## src/rtl/regfile_pkg.sv

```systemverilog
// Shared constants and state encoding for the multi-port clearing register file.
package regfile_pkg;

    // Default widths shared with the MIPS datapath
    localparam int DATA_W_DEF = 32;
    localparam int ADDR_W_DEF = 5;

    // CLEAR is the all-zero encoding so that reset lands there directly
    typedef enum logic {
        ST_CLEAR = 1'b0,
        ST_RUN   = 1'b1
    } state_t;

endpackage

```

## src/rtl/regfile_rd_port.sv

```systemverilog
// One asynchronous read port: clear mask, hardwired zero, write bypass, array word.
module regfile_rd_port #(
    parameter int DATA_W   = 32,
    parameter int ADDR_W   = 5,
    parameter int ZERO_REG = 1,
    parameter int BYPASS   = 1
) (
    input  logic              clearing,
    input  logic              we,
    input  logic [ADDR_W-1:0] waddr,
    input  logic [DATA_W-1:0] wdata,
    input  logic [ADDR_W-1:0] raddr,
    input  logic [DATA_W-1:0] mem_word,
    output logic [DATA_W-1:0] rdata
);

    // Priority: sweep mask, then zero register, then bypass, then stored value
    always_comb begin
        rdata = mem_word;
        if (clearing) begin
            rdata = '0;
        end else if ((ZERO_REG != 0) && (raddr == '0)) begin
            rdata = '0;
        end else if ((BYPASS != 0) && we && (waddr == raddr)) begin
            rdata = wdata;
        end
    end

endmodule

```

## src/rtl/regfile_mp_clr.sv

```systemverilog
// Multi-read-port register file with hardware clear sweep after reset or on request.
module regfile_mp_clr
    import regfile_pkg::*;
#(
    parameter int DATA_W   = DATA_W_DEF,
    parameter int ADDR_W   = ADDR_W_DEF,
    parameter int NUM_RD   = 2,
    parameter int ZERO_REG = 1,
    parameter int BYPASS   = 1
) (
    input  logic                     clk,
    input  logic                     rst_n,
    input  logic                     clr_req,
    input  logic                     we,
    input  logic [ADDR_W-1:0]        waddr,
    input  logic [DATA_W-1:0]        wdata,
    input  logic [NUM_RD*ADDR_W-1:0] raddr,
    output logic [NUM_RD*DATA_W-1:0] rdata,
    output logic                     busy
);

    localparam int DEPTH = 1 << ADDR_W;
    localparam logic [ADDR_W-1:0] LAST = ADDR_W'(DEPTH - 1);

    logic [DATA_W-1:0] mem [DEPTH];

    state_t            state_q, state_d;
    logic [ADDR_W-1:0] clr_ptr_q, clr_ptr_d;
    logic              wr_ok;

    assign busy  = (state_q == ST_CLEAR);
    // Writes to entry 0 are discarded when it is the hardwired zero register
    assign wr_ok = we && !((ZERO_REG != 0) && (waddr == '0));

    // State and sweep pointer registers
    always_ff @(posedge clk) begin
        if (!rst_n) begin
            state_q   <= ST_CLEAR;
            clr_ptr_q <= '0;
        end else begin
            state_q   <= state_d;
            clr_ptr_q <= clr_ptr_d;
        end
    end

    // Next state: sweep every entry once, then run until a clear is requested
    always_comb begin
        state_d   = state_q;
        clr_ptr_d = clr_ptr_q;
        case (state_q)
            ST_CLEAR: begin
                if (clr_ptr_q == LAST) begin
                    state_d   = ST_RUN;
                    clr_ptr_d = '0;
                end else begin
                    clr_ptr_d = clr_ptr_q + 1'b1;
                end
            end
            ST_RUN: begin
                if (clr_req) begin
                    state_d   = ST_CLEAR;
                    clr_ptr_d = '0;
                end
            end
            default: begin
                state_d   = ST_CLEAR;
                clr_ptr_d = '0;
            end
        endcase
    end

    // Storage: the sweep owns the write port while clearing; user writes are dropped
    always_ff @(posedge clk) begin
        if (state_q == ST_CLEAR) begin
            mem[clr_ptr_q] <= '0;
        end else if (wr_ok) begin
            mem[waddr] <= wdata;
        end
    end

    // Independent read ports
    for (genvar i = 0; i < NUM_RD; i++) begin : g_rd
        logic [ADDR_W-1:0] ra;
        assign ra = raddr[i*ADDR_W +: ADDR_W];

        regfile_rd_port #(
            .DATA_W   (DATA_W),
            .ADDR_W   (ADDR_W),
            .ZERO_REG (ZERO_REG),
            .BYPASS   (BYPASS)
        ) u_rd (
            .clearing (busy),
            .we       (we),
            .waddr    (waddr),
            .wdata    (wdata),
            .raddr    (ra),
            .mem_word (mem[ra]),
            .rdata    (rdata[i*DATA_W +: DATA_W])
        );
    end

endmodule

```

## config.mk

```make
export PLATFORM = sky130hd
export DESIGN_NAME = regfile_mp_clr
export DESIGN_NICKNAME = d
export VERILOG_FILES = /design/src/rtl/regfile_pkg.sv /design/src/rtl/regfile_rd_port.sv /design/src/rtl/regfile_mp_clr.sv
export SDC_FILE = /design/constraint.sdc
export NUM_CORES = 1
export LEC_CHECK = 0
export CAP_MARGIN = 25
export CORE_MARGIN = 3
export CORE_UTILIZATION = 38
export CTS_CLUSTER_SIZE = 24
export DETAILED_ROUTE_END_ITERATION = 16
export GPL_ROUTABILITY_DRIVEN = 0
export RECOVER_POWER = 25
export SYNTH_ARGS = -nofsm -noshare
export SYNTH_HDL_FRONTEND = slang
export SYNTH_SLANG_ARGS = --single-unit
```

## constraint.sdc

```tcl
create_clock -name clk -period 4.1 [get_ports clk]
set_clock_uncertainty 0.1 [all_clocks]
set_input_delay 0.41 -clock clk [delete_from_list [all_inputs] [get_ports clk]]
set_output_delay 0.41 -clock clk [all_outputs]
set_load 0.1 [all_outputs]
```

# == Word-level counts from Yosys, hierarchy flattened ==
# Memories as Yosys holds them, arrays and structs flattened.
# Index checks and enable logic that the tools add are counted.
# op_classes
addsub,1
eq_ne,4
mux,19
n_bitwise,1
reduce_logical,8
# ops
op,count
$mux 32,7
$reduce_or 32->1,1
$logic_not 5->1,3
$mux 5,3
$eq 5x5->1,2
$pmux 5 s2,1
$mux 1,7
$add 5x1->5 const B,1
$eq 5x5->1 const B,1
$logic_and 1x1->1,3
$ne 2x2->1 const B,1
$pmux 1 s2,1
$logic_not 1->1,1
$not 1->1,1
# totals
reg_bits,6
ramBits,1024
input_bits,51
mem_count,1
# memory_table
name,words,width,read_ports,rd_clocked_by_memory_dff,wr,line,text
mem,32,32,2,0,1,regfile_mp_clr.sv:25,logic [DATA_W-1:0] mem [DEPTH];

# == Longest topological paths before layout ==
# logic_depth
ltp_word,8
ltp_mapped,11
ltp_nobuf,6

# == Hierarchy ==
# Synthesis repeated with hierarchy kept, for this count alone.
# unflattened
cells_unflattened,3744
hier_area_um2,50536.0
# modules_own_cells
module,instances,cells_each,area_each_um2
regfile_mp_clr,1,3498,49234.7
regfile_rd_port,2,123,650.6

# == Worst setup path after synthesis ==
# Ideal clock, no wire load.
# synth_path
kind,input-to-output
start,input raddr[7]
end,output rdata[37]
t_arrival_ps,3322
path_slack_ps,268
path_stages,7
path_cell_list,buf_2 > buf_2 > buf_2 > buf_1 > clkbuf_1 > a31oi_1 > a41oi_1
# synth_via
elab_chain_len,5
word_cells_on_any_way,7
# synth_lines
element,line,text
start: declaration,regfile_mp_clr.sv:17,"input logic [NUM_RD*ADDR_W-1:0] raddr,"
branches (longest 3 deep; another with $mem_v2 32x32),--,
$mux 32 *,regfile_rd_port.sv:22,end else if ((ZERO_REG != 0) && (raddr == '0)) begin
$mux 32 *,regfile_rd_port.sv:20,if (clearing) begin
end: declaration,regfile_mp_clr.sv:18,"output logic [NUM_RD*DATA_W-1:0] rdata,"
# Mark *: on every way between the ends.

# == Worst setup path in the final report ==
# layout_path
start,register state_q
end,memory mem[0][18] (enable)
# layout_via
elab_chain_len,4
word_cells_on_any_way,6
# layout_lines
element,line,text
start: declaration,regfile_mp_clr.sv:27,"state_t state_q, state_d;"
start signal: assignment,regfile_mp_clr.sv:41,state_q <= state_d;
$mux 1,regfile_mp_clr.sv:74,if (state_q == ST_CLEAR) begin
$mux 1 (not written as such),regfile_mp_clr.sv:77,mem[waddr] <= wdata;
$reduce_or 32->1 (no line),--,
$mux 5 (no line) or $mux 1 (tied branches),--,
end: declaration,regfile_mp_clr.sv:25,
# Parallel ways exist; a longest one is shown, timed or not.

==> flow_summary.ini <==
[floorplanning]
io_pins = 116
die_x_um = 366.5
initial_core_util = 0.3849
dieArea_um2 = 134400
coreArea_um2 = 128300
row_count = 131
die_h_um = 366.5

[clocking]
clk_pin_slew_ps = 60
numClockSinks = 1030
clock_latency_ps = 710
postCtsHoldBufs = 0
cts_root_buf = clkbuf_16
cts_buffers = 103
cts_resized = 0
cts_tree = built
post-cts-setup-buffers = 0
h-tree-depth = 3
cts.path.max_buffers = 3

[route]
drt_wl_total_mm = 166.2
via_count = 31680
drtPass1Iterations = 7
ant_nets = 0
post-route-drc-count = 0
avgViaCountPerCell = 6.446
drt_iter0_markers = 3836
wl_per_cell_um = 33.82

[worst_setup_path]
cpPeakStageDelay_ps = 1250
path_cells = and2_0, nand2_1, o32a_1, clkbuf_1, nor2_4, clkbuf_2
cp_top_family = buffers and inverters
arrival_ps = 3940
worst-path-buf-inv = 2
cp-end-kind = flip-flop
cp_max_fo = 32
worstSetupStartpointType = flip-flop
path_class = reg2reg
crit_required_ps = 4290
crit_slowest_cell = clkbuf_2

[layout]
nets = 3146
syn_to_final_growth_pct = 17.77
drive_above_1_share = 0.2847

[sta]
hold_violations = 0
tns_ps = 0
setup_viol = 0
hold_slack_ps = 261.5
slew_violations = 99
rsz0062_at_grt = no
period_needed_ps = 3753
tightest_slew_ps = 1730
fin_crit_sh = 0.9155
slew-limit-headroom = -0.1537
max_freq_ghz = 0.2664

[grt]
grt_pass1_vias = 32130
grt_remaining_overflow = 0
antenna_found_initial = 3
track_usage = 0.2429
grt_pass1_wl_mm = 236.4
grt_max_degree = 65

[logic_synthesis]
synth_cell_types = 49
ys_ff_latch = 1030
synthCells = 2880
synth_area_per_cell_um2 = 17.15
ys_warn_count = 0
syn_nets = 2933
synth_ff_type = edfxtp_1
synth-edff-count = 1024
syn_area_um2 = 49400
yosysSeqAreaShare = 0.6249
ys_async_sr_fraction = 0

[worst_hold_path]
hp-class = in2reg

[status]
status = finished with violations
violations = capacitance limit, slew limit

[job]
cap_violations = 3

[power]
p_per_area_nw_per_um2 = 401.2
vdd.ir_drop.worst_mv = 0.3830
p_leak_nw = 18.20

[placed_design]
dp.final_hpwl_mm = 98.68
io_buffers = 115
-- cell usage after synthesis, drive strengths merged, types with 50 or more instances --
cell | instances | area (um2)
nor2b | 58 | 362.9
nand2 | 87 | 326.6
a22oi | 50 | 375.4
o22ai | 84 | 525.5
mux2 | 57 | 641.9
clkbuf | 121 | 454.2
o21ai | 94 | 470.5
edfxtp | 1024 | 30750
o221ai | 84 | 735.7
mux2i | 434 | 4344
mux4 | 320 | 7207
buf | 124 | 804.5
-- per-stage QoR --
stage	power (mW)	setup slack [ps]	instance area (um2)	std cells	util
global route	23.93	178.1	58170	4913	0.4533
floorplan	12.93	268.2	49400	2880	-
global placement	13.67	457.6	54830	4716	0.4272
finish	23.34	346.7	58180	4914	0.4533
CTS	23.43	418.1	58320	4910	0.4544
detailed placement	13.70	412.5	54830	4716	0.4272
-- worst register-to-register path, stage by stage, from the launching register on --
cell and delay, ps:
dfxtp_1 580, and2_0 480, nand2_1 100, o32a_1 320, clkbuf_1 310, nor2_4 150, clkbuf_2 1250
-- state kept, by name, summed over array words and instances, names as in the netlist --
signal	flops
state_q	1
clr_ptr_q	5
mem	1024
-- report_power, final --
| group | internal, mW | switching (mW) |
|---|---|---|
| Clock | 5.66 | 4.18 |
| Sequential | 11.5 | 0.0574 |
| Combinational | 0.746 | 1.15 |
| Total | 18.0 | 5.39 |
-- path summary, 6_finish.rpt --
path                     start            to  slack [ps]  cells past startpoint
hold / removal           rst_n  clr_ptr_q[1]         260                      3
hold reg to reg   clr_ptr_q[1]  clr_ptr_q[3]         510                      2
setup reg to reg       state_q    mem[0][18]         350                      6
setup / recovery       state_q    mem[0][18]         350                      6
-- layout by cell type (no fill, tap or decap), types with 4 or more instances in the layout --
cell / Yosys / routed
edfxtp_1: 1024 / 1024
mux2i_1: 434 / 434
mux4_2: 320 / 320
buf_4: 47 / 162
buf_12: 0 / 111
clkbuf_16: 0 / 104
o21ai_0: 94 / 94
nand2_1: 87 / 86
o22ai_1: 84 / 84
o221ai_1: 84 / 84
mux2_2: 57 / 57
nor2b_1: 58 / 55
a22oi_1: 50 / 50
a21oi_1: 43 / 43
clkdlybuf4s50_1: 0 / 41
a41oi_1: 32 / 32
nor2_4: 0 / 30
clkinv_1: 0 / 27
nand3_1: 27 / 26
and2_1: 34 / 26
clkinv_2: 0 / 26
clkbuf_2: 0 / 23
o221a_2: 20 / 20
nor2_1: 49 / 18
a31oi_1: 17 / 16
bufinv_16: 0 / 16
clkbuf_1: 121 / 15
nor3b_1: 14 / 14
a211o_1: 12 / 12
o2111ai_1: 12 / 12
o211a_1: 12 / 12
a211oi_1: 12 / 12
xor2_1: 8 / 8
and2_0: 0 / 7
nor3_1: 6 / 6
dfxtp_1: 6 / 6
o311ai_0: 5 / 5
clkinvlp_4: 0 / 5
buf_6: 15 / 4
-- cells by family (layout without fill, tap and decap cells) --
| group | after synthesis | count (layout) | synth area share |
|---|---|---|---|
| AO/OA/AOI/OAI | 484 | 484 | 0.07006 |
| XOR/XNOR | 10 | 10 | 0.001773 |
| adder cells (fa/ha/maj) | 2 | 2 | 0.0005065 |
| buffers and inverters | 248 | 550 | 0.02571 |
| flip-flops | 1030 | 1030 | 0.6249 |
| multiplexers | 811 | 811 | 0.2468 |
| other | 0 | 3 | 0 |
| AND/OR/NAND/NOR | 295 | 295 | 0.03017 |
-- layout make-up --
type | instances | area (um2)
Clock inverter | 82 | 852.1
Inverter | 3 | 11.26
Timing Repair Buffer | 353 | 4103
Clock buffer | 112 | 2633
Antenna cell | 3 | 7.507
Tap cell | 1729 | 2163
Sequential cell | 1030 | 30870
Fill cell | 10910 | 70160
Multi-Input combinational cell | 1602 | 17540
-- layer usage --
layer	share of wire	track usage
met1	0.39	0.3263
met3	0.098	0.05058
met2	0.47	0.3846
met4	0.049	0.1026
met5	0	0
No activity file was read; power rests on OpenSTA's default activity.
